**config.mk**
```make
export PLATFORM = sky130hd
export DESIGN_NAME = core_dbg_ctrl_flat
export DESIGN_NICKNAME = d
export VERILOG_FILES = /design/src/rtl/core_dbg_ctrl_if.sv /design/src/rtl/core_dbg_ctrl.sv /design/src/flat_wrapper.sv
export SDC_FILE = /design/constraint.sdc
export NUM_CORES = 1
export LEC_CHECK = 0
export CAP_MARGIN = 25
export CORE_ASPECT_RATIO = 1.5
export CORE_MARGIN = 2
export CORE_UTILIZATION = 45
export DETAILED_ROUTE_END_ITERATION = 16
export PLACE_DENSITY_LB_ADDON = 0.12
export SYNTH_ARGS = -nofsm -noshare
export SYNTH_HDL_FRONTEND = slang
export SYNTH_SLANG_ARGS = --single-unit
```
**constraint.sdc**
```tcl
create_clock -name clk -period 3 [get_ports clk]
set_input_delay 0.9 -clock clk [delete_from_list [all_inputs] [get_ports clk]]
set_output_delay 0.9 -clock clk [all_outputs]
set_load 0.01 [all_outputs]
```
**src/rtl/core_dbg_ctrl_if.sv**
```systemverilog
// rtl/core_dbg_ctrl_if.sv - debugger register access bus (strobe + one-cycle read response)
interface core_dbg_ctrl_if #(
  parameter int DBG_ADDR_WIDTH = 5,
  parameter int DATA_WIDTH     = 32
);
  logic                      dbg_req;
  logic                      dbg_wr_rd;
  logic [DBG_ADDR_WIDTH-1:0] dbg_addr;
  logic [DATA_WIDTH-1:0]     dbg_wdata;
  logic [DATA_WIDTH-1:0]     dbg_rdata;
  logic                      dbg_rd_ready;

  // Debugger side: issues strobes, receives read data
  modport master (
    output dbg_req, dbg_wr_rd, dbg_addr, dbg_wdata,
    input  dbg_rdata, dbg_rd_ready
  );

  // Controller side: decodes strobes, returns read data
  modport slave (
    input  dbg_req, dbg_wr_rd, dbg_addr, dbg_wdata,
    output dbg_rdata, dbg_rd_ready
  );
endinterface

```
**src/rtl/core_dbg_ctrl.sv**
```systemverilog
// rtl/core_dbg_ctrl.sv - core debug halt/resume/instruction-injection controller; optional CORE_DBG_ITR_TIMEOUT_EN
module core_dbg_ctrl #(
  parameter int DBG_ADDR_WIDTH = 5,
  parameter int DATA_WIDTH     = 32,
  parameter int ITR_TIMEOUT    = 255
) (
  input  logic                  clk,
  input  logic                  rst,
  input  logic                  dbg_on_rst,
  core_dbg_ctrl_if.slave        dbg,
  output logic                  fetch_halt,
  output logic                  halted,
  input  logic                  pipe_empty,
  output logic                  itr_valid,
  output logic [DATA_WIDTH-1:0] itr_insn,
  input  logic                  itr_done,
  input  logic                  dtr_wr_en,
  input  logic [DATA_WIDTH-1:0] dtr_wr_val
);

  localparam logic [DBG_ADDR_WIDTH-1:0] ADDR_CTRL   = DBG_ADDR_WIDTH'(0);
  localparam logic [DBG_ADDR_WIDTH-1:0] ADDR_STATUS = DBG_ADDR_WIDTH'(1);
  localparam logic [DBG_ADDR_WIDTH-1:0] ADDR_DTR    = DBG_ADDR_WIDTH'(2);
  localparam logic [DBG_ADDR_WIDTH-1:0] ADDR_ITR3   = DBG_ADDR_WIDTH'(3);

  typedef enum logic [1:0] {
    ST_RUN,
    ST_DRAIN,
    ST_HALTED,
    ST_ITR_EXEC
  } state_t;

  state_t                state, state_next;
  logic                  wr_strobe, rd_strobe;
  logic                  wr_ctrl, wr_status, wr_dtr, wr_itr;
  logic                  launch, itr_drop;
  logic [DATA_WIDTH-1:0] dtr;
  logic                  itr_ovf;
  logic                  itr_to;
  logic [DATA_WIDTH-1:0] status_word;
  logic [DATA_WIDTH-1:0] rd_mux;

`ifdef CORE_DBG_ITR_TIMEOUT_EN
  localparam int                CNT_W   = $clog2(ITR_TIMEOUT + 1);
  localparam logic [CNT_W-1:0]  TO_LAST = CNT_W'(ITR_TIMEOUT - 1);
  logic [CNT_W-1:0]             itr_cnt;
  logic                         to_hit;
`else
  // No watchdog: ITR_TIMEOUT only sanity-checked so the parameter stays meaningful
  if (ITR_TIMEOUT < 1) begin : g_itr_timeout_ignored
  end
  assign itr_to = 1'b0;
`endif

  // Decode the one-cycle access strobe into per-register write/read pulses
  always_comb begin
    wr_strobe = dbg.dbg_req && dbg.dbg_wr_rd;
    rd_strobe = dbg.dbg_req && !dbg.dbg_wr_rd;
    wr_ctrl   = wr_strobe && (dbg.dbg_addr == ADDR_CTRL);
    wr_status = wr_strobe && (dbg.dbg_addr == ADDR_STATUS);
    wr_dtr    = wr_strobe && (dbg.dbg_addr == ADDR_DTR);
    wr_itr    = wr_strobe && (dbg.dbg_addr == ADDR_ITR3);
  end

  // Next-state logic; CTRL writes outside RUN/HALTED are simply dropped
  always_comb begin
    state_next = state;
    launch     = 1'b0;
`ifdef CORE_DBG_ITR_TIMEOUT_EN
    to_hit     = 1'b0;
`endif
    case (state)
      ST_RUN: begin
        if (wr_ctrl && dbg.dbg_wdata[0]) state_next = ST_DRAIN;
      end
      ST_DRAIN: begin
        if (pipe_empty) state_next = ST_HALTED;
      end
      ST_HALTED: begin
        if (wr_itr) begin
          state_next = ST_ITR_EXEC;
          launch     = 1'b1;
        end else if (wr_ctrl && dbg.dbg_wdata[1]) begin
          state_next = ST_RUN;
        end
      end
      ST_ITR_EXEC: begin
        if (itr_done) begin
          state_next = ST_HALTED;
`ifdef CORE_DBG_ITR_TIMEOUT_EN
        end else if (itr_cnt == TO_LAST) begin
          state_next = ST_HALTED;
          to_hit     = 1'b1;
`endif
        end
      end
      default: state_next = ST_RUN;
    endcase
    itr_drop = wr_itr && (state != ST_HALTED);
  end

  // State register; reset lands directly in HALTED when debug-on-reset is requested
  always_ff @(posedge clk) begin
    if (rst) state <= dbg_on_rst ? ST_HALTED : ST_RUN;
    else     state <= state_next;
  end

  // Core-facing controls registered from next state so they track the state register
  always_ff @(posedge clk) begin
    if (rst) begin
      fetch_halt <= dbg_on_rst;
      halted     <= dbg_on_rst;
      itr_valid  <= 1'b0;
      itr_insn   <= '0;
    end else begin
      fetch_halt <= (state_next != ST_RUN);
      halted     <= (state_next == ST_HALTED) || (state_next == ST_ITR_EXEC);
      itr_valid  <= launch;
      if (launch) itr_insn <= dbg.dbg_wdata;
    end
  end

  // Data transfer register: the core's own write beats a same-cycle debugger write
  always_ff @(posedge clk) begin
    if (rst)            dtr <= '0;
    else if (dtr_wr_en) dtr <= dtr_wr_val;
    else if (wr_dtr)    dtr <= dbg.dbg_wdata;
  end

  // Overflow sticky: set by a dropped ITR3 write, cleared by writing 1 to STATUS[2]
  always_ff @(posedge clk) begin
    if (rst)                                  itr_ovf <= 1'b0;
    else if (itr_drop)                        itr_ovf <= 1'b1;
    else if (wr_status && dbg.dbg_wdata[2])   itr_ovf <= 1'b0;
  end

`ifdef CORE_DBG_ITR_TIMEOUT_EN
  // Timeout sticky: a timeout in the same cycle as a clear keeps the bit set
  always_ff @(posedge clk) begin
    if (rst)                                  itr_to <= 1'b0;
    else if (to_hit)                          itr_to <= 1'b1;
    else if (wr_status && dbg.dbg_wdata[3])   itr_to <= 1'b0;
  end

  // Watchdog counter: zeroed on launch, counts every cycle spent in ITR_EXEC
  always_ff @(posedge clk) begin
    if (rst)                        itr_cnt <= '0;
    else if (launch)                itr_cnt <= '0;
    else if (state == ST_ITR_EXEC)  itr_cnt <= itr_cnt + 1'b1;
  end
`endif

  // STATUS word and read-data mux; CTRL, ITR3 and unmapped addresses read as zero
  always_comb begin
    status_word    = '0;
    status_word[0] = halted;
    status_word[1] = (state == ST_ITR_EXEC);
    status_word[2] = itr_ovf;
    status_word[3] = itr_to;
    rd_mux         = '0;
    case (dbg.dbg_addr)
      ADDR_STATUS: rd_mux = status_word;
      ADDR_DTR:    rd_mux = dtr;
      default:     rd_mux = '0;
    endcase
  end

  // Read response one cycle after the strobe; data holds between reads
  always_ff @(posedge clk) begin
    if (rst) begin
      dbg.dbg_rdata    <= '0;
      dbg.dbg_rd_ready <= 1'b0;
    end else begin
      dbg.dbg_rd_ready <= rd_strobe;
      if (rd_strobe) dbg.dbg_rdata <= rd_mux;
    end
  end

endmodule
```
**src/flat_wrapper.sv**
```systemverilog
// flat-port wrapper written by rule: the top's interface ports become plain ports
module core_dbg_ctrl_flat 
#(
  parameter int DBG_ADDR_WIDTH = 5,
  parameter int DATA_WIDTH     = 32,
  parameter int ITR_TIMEOUT    = 255
)
  (clk, rst, dbg_on_rst, fetch_halt, halted, pipe_empty, itr_valid, itr_insn, itr_done, dtr_wr_en, dtr_wr_val, dbg_dbg_req, dbg_dbg_wr_rd, dbg_dbg_addr, dbg_dbg_wdata, dbg_dbg_rdata, dbg_dbg_rd_ready);
  core_dbg_ctrl_if #(.DBG_ADDR_WIDTH(DBG_ADDR_WIDTH), .DATA_WIDTH(DATA_WIDTH)) dbg_i ();
  input  logic clk;
  input  logic rst;
  input  logic dbg_on_rst;
  output logic fetch_halt;
  output logic halted;
  input  logic pipe_empty;
  output logic itr_valid;
  output logic [DATA_WIDTH-1:0] itr_insn;
  input  logic itr_done;
  input  logic dtr_wr_en;
  input  logic [DATA_WIDTH-1:0] dtr_wr_val;
  input wire logic [$bits(dbg_i.dbg_req)-1:0] dbg_dbg_req;
  input wire logic [$bits(dbg_i.dbg_wr_rd)-1:0] dbg_dbg_wr_rd;
  input wire logic [$bits(dbg_i.dbg_addr)-1:0] dbg_dbg_addr;
  input wire logic [$bits(dbg_i.dbg_wdata)-1:0] dbg_dbg_wdata;
  output wire logic [$bits(dbg_i.dbg_rdata)-1:0] dbg_dbg_rdata;
  output wire logic [$bits(dbg_i.dbg_rd_ready)-1:0] dbg_dbg_rd_ready;
  assign dbg_i.dbg_req = dbg_dbg_req;
  assign dbg_i.dbg_wr_rd = dbg_dbg_wr_rd;
  assign dbg_i.dbg_addr = dbg_dbg_addr;
  assign dbg_i.dbg_wdata = dbg_dbg_wdata;
  assign dbg_dbg_rdata = dbg_i.dbg_rdata;
  assign dbg_dbg_rd_ready = dbg_i.dbg_rd_ready;
  core_dbg_ctrl #(.DBG_ADDR_WIDTH(DBG_ADDR_WIDTH), .DATA_WIDTH(DATA_WIDTH), .ITR_TIMEOUT(ITR_TIMEOUT)) u_core (.clk(clk), .rst(rst), .dbg_on_rst(dbg_on_rst), .dbg(dbg_i), .fetch_halt(fetch_halt), .halted(halted), .pipe_empty(pipe_empty), .itr_valid(itr_valid), .itr_insn(itr_insn), .itr_done(itr_done), .dtr_wr_en(dtr_wr_en), .dtr_wr_val(dtr_wr_val));
endmodule
```
# == Word level (Yosys, flattened, before mapping) ==
# Cells that the tools add are included.
# classes
n_mux,17
eq_ne,9
n_reduce_logical,17
# ops
operator,count
$mux 32,2
$pmux 32 s2,1
$mux 2,7
$eq 5x2->1 const B,2
$logic_and 1x1->1,10
$eq 2x2->1 const B,4
$pmux 2 s4,1
$mux 1,6
$reduce_bool 2->1,3
$eq 5x1->1 const B,1
$logic_not 5->1,1
$eq 2x1->1 const B,1
$logic_not 2->1,1
$ne 2x2->1 const B,1
$logic_not 1->1,1
$logic_or 1x1->1,1
# word_totals
word_cells,52
ff_bits,103
inputBits,77
out_inout_bits,68

# == Logic depth before layout (Yosys ltp) ==
# Gate-level depths: netlist of run 1.
# depth
word_depth,9
ltp_mapped,6
ltp_nobuf,4

# == Worst setup path after synthesis of run 1 ==
# OpenSTA, ideal clock, no wires.
# synth_timing
kind,input port to flip-flop
start,input dbg_dbg_addr[3]
end,register u_core.itr_insn[10]
arrival_time_ns,2.171
cell_stages,6
required_time_ns,2.868
path_buffers,2
path_slack_ns,0.697
setup_ns,0.132
path_cell_list,or3b_1 or3_1 clkbuf_1 clkbuf_1 nand2_1 a21oi_1
# synth_between
elab_chain_len,4
# synth_rtl
element,line,text
"start, declared",flat_wrapper.sv:23,input wire logic [$bits(dbg_i.dbg_addr)-1:0] dbg_dbg_addr;
$eq 5x2->1,core_dbg_ctrl.sv:62,wr_itr = wr_strobe && (dbg.dbg_addr == ADDR_ITR3);
$logic_and 1x1->1,core_dbg_ctrl.sv:62,
$mux 1,core_dbg_ctrl.sv:80,if (wr_itr) begin
$mux 1,core_dbg_ctrl.sv:72,case (state)
"end signal, assigned",core_dbg_ctrl.sv:119,if (launch) itr_insn <= dbg.dbg_wdata;
"end, declared",core_dbg_ctrl.sv:15,"output logic [DATA_WIDTH-1:0] itr_insn,"
# No other way between the ends.
# A chain may end at the register's enable or synchronous reset.

# == Worst setup path in the final report of run 1 ==
# layout_timing
start,input dbg_dbg_addr[4]
end,register u_core.dtr[12]
# layout_between
elab_chain_len,3
# layout_rtl
element,line,text
$eq 5x2->1,core_dbg_ctrl.sv:61,wr_dtr = wr_strobe && (dbg.dbg_addr == ADDR_DTR);
$logic_and 1x1->1,core_dbg_ctrl.sv:61,
$reduce_bool 2->1 (no line),n/a,
"end signal, assigned",core_dbg_ctrl.sv:126,else if (dtr_wr_en) dtr <= dtr_wr_val;
"end signal, assigned",core_dbg_ctrl.sv:127,else if (wr_dtr) dtr <= dbg.dbg_wdata;
"end, declared",core_dbg_ctrl.sv:37,logic [DATA_WIDTH-1:0] dtr;
# No other way between the ends.

==> results.txt, run 1 <==
The hold-critical path depth was 2; the mean number of vias per cell was 5.37. The global-route wire length before repair was 17.9 mm; the routed wire length per instance was 15.3 um. The area growth from synthesis to layout is 48.5%. The run gives 0 as the number of warnings issued by yosys.

145 I/O pins were placed. The nature of the critical path startpoint is a primary input. 0 antenna diodes ended up in the layout. The number of clock sinks seen by CTS was 103.

The x dimension of the die works out to 80.3 um. The via count of the routed design was 3991. Dividing total power by cell area gives a power density of 505 mW/mm2.

The biggest fanout along the worst timing path was 14; the met3 layer wire length in the routed design was 647 um. The logs give 0 for the number of pins with negative max-slew slack in the final report and 388 MHz for the maximum frequency from static timing analysis. Source of the worst hold timing path: u_core.dbg.dbg_rdata[3].

The run gives 0.00950 mm2 as the die area. STA puts the critical path data required time at 3.24 ns. The fraction of the mapped netlist area in simple logic gates came out at 0.257.

The count of different cell masters after synthesis was 29. The first element of the critical path was dbg_dbg_addr[4]. By count the netlist is led by sky130_fd_sc_hd__nand2_1 (158), sky130_fd_sc_hd__dfxtp_1 (103), sky130_fd_sc_hd__a21oi_1 (63), sky130_fd_sc_hd__nor2_1 (39), sky130_fd_sc_hd__clkbuf_1 (35). The final total negative setup slack was 0 ns; the slack of the worst reg-to-reg path was 1.39 ns.

The number of nets in the synthesized netlist is 574. The run gives 0 as the count of unresolved DRC violations after routing. For the post-synthesis cell count, the log shows 497. The run gives 0.00393 mm2 as the netlist area before placement. The run gives 0 as the number of buffers added to fix hold violations after cts. The worst setup path is of the in -> reg kind. The flow ran to the end, and the final reports show no timing, DRC or antenna violations. The initial cell density of the core came out at 0.464. The endpoint of the most critical setup path is u_core.dtr[12]. The remaining antenna violation count was 0. At the pin with the least slew margin, the transition time is 0.651 ns.

Area share of the leading cell type in the synthesized netlist: 0.525. The wire-length estimate of the detail-placed layout is 8.22 mm. The clock latency of the later-clocked register in the worst-skew pair was 0.34 ns; the synthesized area divided by synthesized cell count was 7.90 um2. The xor and xnor area share after synthesis is 0, and the die outline height is 118 um.

Max-cap violations in this run came to 0. The pin count of the biggest net entering global routing was 65. The adder-cell area share of the yosys netlist is 0.

For the routed length on met2, the log shows 5.80 mm. TritonCTS built the clock tree. Proportion of register bits with asynchronous set or reset after synthesis: 0. Setup repair after global routing left no endpoint under its margin. The tools report the endpoint of the worst register-to-register path as u_core.itr_insn[19]. The fraction of layout cells with a size suffix above 1 works out to 0.0660.

The fraction of the mapped netlist area in compound gates came out at 0.173. The logs give 0 for the quantity of gates resized following cts and 0.00846 mm2 for the core footprint. The detailed router used layers up to and including met4.

In the final routing, the length of wire on met1 measures 4.58 mm. Shortest period the worst path allows: 2.57 ns. The proportion of synthesized area in mux cells came out at 0.

At the worst endpoint, the arrival time is 2.82 ns. Sorting the synthesized cells by area gives the leading types as sky130_fd_sc_hd__dfxtp_1 (53%), sky130_fd_sc_hd__nand2_1 (15%), sky130_fd_sc_hd__a21oi_1 (8.0%). The dominant combinational cell family by area after synthesis is simple AND/OR/NAND/NOR gates. The number of hold-slack violations in the final timing report is 0, and the post-route clock skew is 0.00802 ns. No sink is reached through more buffers than the 2 on the longest clock path. Routability-driven placement finished with a final weighted congestion of 0.799. The run gives 0.566 as the headroom to the max-slew limit. Across the VDD grid, the largest voltage drop is 338 uV. The logs give 708 for the count of nets after finishing and 9 for the TritonCTS buffer count. Summed over all instances, the cell type with the most area after synthesis is sky130_fd_sc_hd__dfxtp_1.

Yosys instantiated no cell more often than sky130_fd_sc_hd__nand2_1. The aggregate routed wire length was 11.3 mm. In this run the number of H-tree levels came out at 3. The tightest hold path in the finished design has a slack of 0.452 ns.

At the placement stage, the worst setup path has a slack of 0.123 ns. The tools report the origin of the critical flop-to-flop path as u_core.state[0]. Total overflow reported by the global router: 0. The number of antenna violations at the first check in global routing is 0. The number of detailed-route iterations in the first pass came out at 5. After filler insertion, the fill cell instance count of the layout stands at 709. The number of enable flip-flop cells after synthesis is 0, and the number of setup violations in the final report is 0.

Clock edge transition at the registers on the reported setup and hold paths: 0.07 ns. The tree is rooted in a sky130_fd_sc_hd__clkbuf_16. Leading register cell type out of synthesis: sky130_fd_sc_hd__dfxtp_1. The worst path meets setup with 0.425 ns of slack. For the number of global-route vias before repair, the log shows 3795. The sequential fraction of the synthesis area is 0.525, and the static leakage is 1.99 nW. Once the clock tree was built, the setup fixing pass inserted 0 buffers.

After synthesis the netlist holds a flip-flop and latch count of 103. Type of element capturing the critical path: a flop. The cell depth of the worst flop-to-flop path is 5, and the share of the clock period used by the worst path is 0.858. The global router's overall resource usage was 0.238. The tools report the number of standard-cell rows in the floorplan as 41. The tightest min-delay check is of the reg -> reg type. In this run the tool buffered the top-level ports with 144 buffer cells.

The detailed router finished its first iteration with 237 violations.
layout make-up:
class,instances,area [um2],share of cell area
clock buffers,11,243,0.0416
clock inverters,5,81.3,0.0140
inverters,2,7.51,0.00129
multi-input cells,350,1700,0.292
flip-flops and latches,103,2060,0.354
well taps,107,134,0.0230
repair buffers,165,1600,0.274
layout by cell type, fill, tap and decap left out, types with 4 or more instances in the layout:
| cell | netlist | final |
|---|---|---|
| sky130_fd_sc_hd__nor2_1 | 39 | 39 |
| sky130_fd_sc_hd__nor3_1 | 5 | 4 |
| sky130_fd_sc_hd__nand3_1 | 31 | 31 |
| sky130_fd_sc_hd__dfxtp_1 | 103 | 103 |
| sky130_fd_sc_hd__buf_4 | 0 | 22 |
| sky130_fd_sc_hd__a311oi_1 | 32 | 32 |
| sky130_fd_sc_hd__a21oi_1 | 63 | 63 |
| sky130_fd_sc_hd__clkbuf_16 | 0 | 9 |
| sky130_fd_sc_hd__nand2_1 | 158 | 158 |
| sky130_fd_sc_hd__clkdlybuf4s50_1 | 0 | 143 |
state kept, by name (all words and copies together), names as in the netlist:
| signal | count |
|---|---|
| u_core.dtr | 32 |
| u_core.fetch_halt | 1 |
| u_core.itr_ovf | 1 |
| u_core.itr_valid | 1 |
| u_core.halted | 1 |
| u_core.itr_insn | 32 |
| u_core.dbg.dbg_rdata | 32 |
| u_core.dbg.dbg_rd_ready | 1 |
| u_core.state | 2 |
routing by layer:
metal  vias to the layer above  GRT usage
li1                       1967          -
met1                      1861      0.276
met2                       140      0.411
met3                        23     0.0511
met4                         0      0.107
met5                         -          0
power breakdown:
part	internal (mW)	total [mW]	switching, mW
logic	0.145	0.268	0.123
registers	1.41	1.43	0.0222
clock network	0.754	1.24	0.489
metrics by stage:
step	utilization	power (mW)	instances	instance area, um2
final	0.689	2.94	743	5830
after global routing	0.689	3.03	743	5830
after CTS	0.689	2.97	743	5830
after detailed placement	0.650	1.73	727	5500
after global placement	0.650	1.72	727	5500
after floorplan	-	1.56	497	3930
critical path: stages:
cell and delay [ns]:
sky130_fd_sc_hd__clkdlybuf4s50_1 0.48, sky130_fd_sc_hd__nand4b_1 0.37, sky130_fd_sc_hd__nor4_2 0.39, sky130_fd_sc_hd__buf_4 0.30, sky130_fd_sc_hd__nand2_1 0.08, sky130_fd_sc_hd__a311oi_1 0.29
cells by family (layout without fill, tap and decap cells):
family	after synthesis	in the layout
AOI/OAI and AO/OA	105	105
DFF	103	103
and+or+nand+nor	245	245
buffers and inverters	44	183
worst min path at each step:
stage,to
2_1_floorplan,u_core.itr_ovf
3_3_place_gp,u_core.dbg.dbg_rdata[31]
3_5_place_dp,u_core.dbg.dbg_rdata[18]
4_1_cts,u_core.dbg.dbg_rdata[18]
5_1_grt,u_core.dbg.dbg_rdata[9]
6_report,u_core.dbg.dbg_rdata[3]
Note: power is estimated with default switching activity, not from simulation.
==> run 2: changes to the inputs <==
Settings changed: CORE_UTILIZATION 45 to 40.
==> run 2 against run 1 <==
  * Worst hold slack worse by 0.0014 ns
  * Register-to-register slack better by 0.06 ns
  * Final area is 0.60% higher
  * First-iteration DRC count is 27% lower
  * Final cell count is 0.54% higher
  * Sequential cell count stayed put
  * Combinational power hardly changed
  * Count of clock-buffer cells in the layout is 1 higher
==> results.txt, run 2 (synthesis results as in run 1) <==
The quantity of I/O buffers inserted on ports is 144, and the headroom to the max-slew limit is 0.569. STA puts the critical path data required time at 3.24 ns. The clock passes through at most 2 buffers. Number of top-level pins: 145. Entering global routing, the biggest net connects 62 pins. The repair_antennas step left the layout with diodes totalling 0.

In the final layout, the registers with the most flip-flops are u_core.dbg.dbg_rdata (32), u_core.dtr (32), u_core.itr_insn (32). The run gives 0.219 as the global router's overall resource usage. After the flow finishes, the layout carries non-filler instances totaling 747. Detailed routing inserted a total of 3938 vias. The slack of the worst reg-to-reg path is 1.45 ns. In the layout the commonest cells are sky130_fd_sc_hd__nand2_1 (158), sky130_fd_sc_hd__clkdlybuf4s50_1 (143), sky130_fd_sc_hd__dfxtp_1 (103), sky130_fd_sc_hd__a21oi_1 (63), sky130_fd_sc_hd__nor2_1 (39). The post-route clock skew is 0.00507 ns, and the area of combinational cells with multiple inputs is 0.00170 mm2. Hold timing on the final database bottoms out at a slack of 0.451 ns. The number of global-route vias before repair is 3909.

After detailed routing, the average wire length per cell comes to 15.5 um. The summed area of non-filler cells in the final layout is 0.00586 mm2, and the quantity of gates resized following cts is 0. The final layout contains 705 nets. Power spread over the standard cell area amounts to 517 mW/mm2.

The number of standard-cell rows in the floorplan came out at 44. The number of pins with negative max-slew slack in the final report is 0, and the number of detailed-route iterations in the first pass is 4. Before CTS, the worst setup slack after placement is 0.131 ns. The run gives 0 as the number of hold-slack violations in the final timing report. Summed over all layers, the routed wires come to 11.6 mm. The x dimension of the die came out at 84.9 um. The clock drives 103 sinks. The peak supply drop is 389 uV, and the area growth from synthesis to layout is 49.4%.

For the initial cell density of the core, the log shows 0.407. In this run the clock root is driven by a sky130_fd_sc_hd__clkbuf_16. The clock edge transition at the registers on the reported setup and hold paths is 0.06 ns, and the H-tree depth is 3.

After clock tree synthesis, the setup repair step added 0 buffers. Count of unresolved DRC violations after routing: 0. The most frequent standard cell in the layout excluding fill and tap cells is sky130_fd_sc_hd__nand2_1. The run finished with clean final reports.

For the die area, the log shows 0.0106 mm2. The routability congestion estimate from global placement is 0.794, and the max capacitance violation total is 0. The run gives 0 as the total overflow reported by the global router. The measured slew at the worst slew-check pin came out at 0.647 ns.

The remaining antenna violation count is 0. In the routed layout, each cell is associated on average with a via count of 5.27. The data arrival time of the critical path is 2.79 ns, and the final HPWL from detailed placement is 8.14 mm. The share of the clock period used by the worst path was 0.851; the core footprint was 0.00963 mm2.

The analysis attributes to cell leakage a power of 2.00 nW. The biggest fanout along the worst timing path was 20. The classification of the worst-slack hold path was reg -> reg. The shortest period the worst path allows came out at 2.55 ns. The cell count after placement is 732. Number of fill cells in the layout: 894. The first global-routing pass estimated 18.8 mm of wire.

The number of antenna violations at the first check in global routing is 0. For the final routed database, the setup TNS stands at 0 ns. The type of element capturing the critical path was a flop.

Classification of the worst setup path: in -> reg. The placed instances occupy a cell area of 0.00552 mm2. In this run, the number of DRC markers left after iteration 0 of detailed routing was 174. Across all setup checks in the final design, the least slack found is 0.448 ns. The worst setup path is launched from a primary input. The die outline height came out at 125 um. The tools report the maximum frequency from static timing analysis as 392 MHz. Setup repair after global routing left no endpoint under its margin.

The logs give 0.34 ns for the clock latency of the later-clocked register in the worst-skew pair and 0.00206 mm2 for the footprint of the flip-flops and latches. TritonCTS built the clock tree. The number of clock buffers added by TritonCTS is 9. For this design, the CTS-stage hold fixing added 0 buffers.

The fraction of layout cells with a size suffix above 1 was 0.0601. Setup violations remaining at the end of the flow were counted as 0.
## run 2: final timing paths
path	from	endpoint	cells after the start
min	u_core.dbg.dbg_rdata[18]	u_core.dbg.dbg_rdata[18]	2
max	dbg_dbg_addr[4]	u_core.dtr[8]	6
min reg2reg	u_core.dbg.dbg_rdata[18]	u_core.dbg.dbg_rdata[18]	2
max reg2reg	u_core.state[0]	u_core.itr_insn[13]	5
## run 2: layout make-up
class / instances / area share
Clock inverter: 3 / 0.0154
Sequential cell: 103 / 0.352
Inverter: 2 / 0.00128
Clock buffer: 12 / 0.0437
Multi-Input combinational cell: 350 / 0.291
Timing Repair Buffer: 162 / 0.273
Tap cell: 115 / 0.0245
## run 2: metal layers
metal  vias up  GRT usage  routed length, um
met5         -          0                  0
met4         0     0.0906                243
met3        16     0.0383                617
met2       124      0.385               5990
met1      1839      0.261               4710
li1       1959          -                  -
## run 2: power breakdown
part	total (mW)	leakage, nW	switching (mW)	internal [mW]
logic	0.269	0.990	0.123	0.146
registers	1.43	0.840	0.0234	1.41
clock network	1.33	0.169	0.475	0.856
total	3.03	2.00	0.621	2.41
## run 2: through the flow
stage          total power, mW   util
3_3_place_gp              1.73  0.573
6_report                  3.03  0.609
2_1_floorplan             1.56      -
4_1_cts                   3.06  0.609
3_5_place_dp              1.73  0.573
5_1_grt                   3.14  0.609
## run 2: worst max-delay path, stage by stage
cell and delay, ns:
sky130_fd_sc_hd__clkdlybuf4s50_1 0.48, sky130_fd_sc_hd__nand4b_1 0.36, sky130_fd_sc_hd__nor4_2 0.33, sky130_fd_sc_hd__buf_4 0.34, sky130_fd_sc_hd__nand2_1 0.08, sky130_fd_sc_hd__a311oi_1 0.29
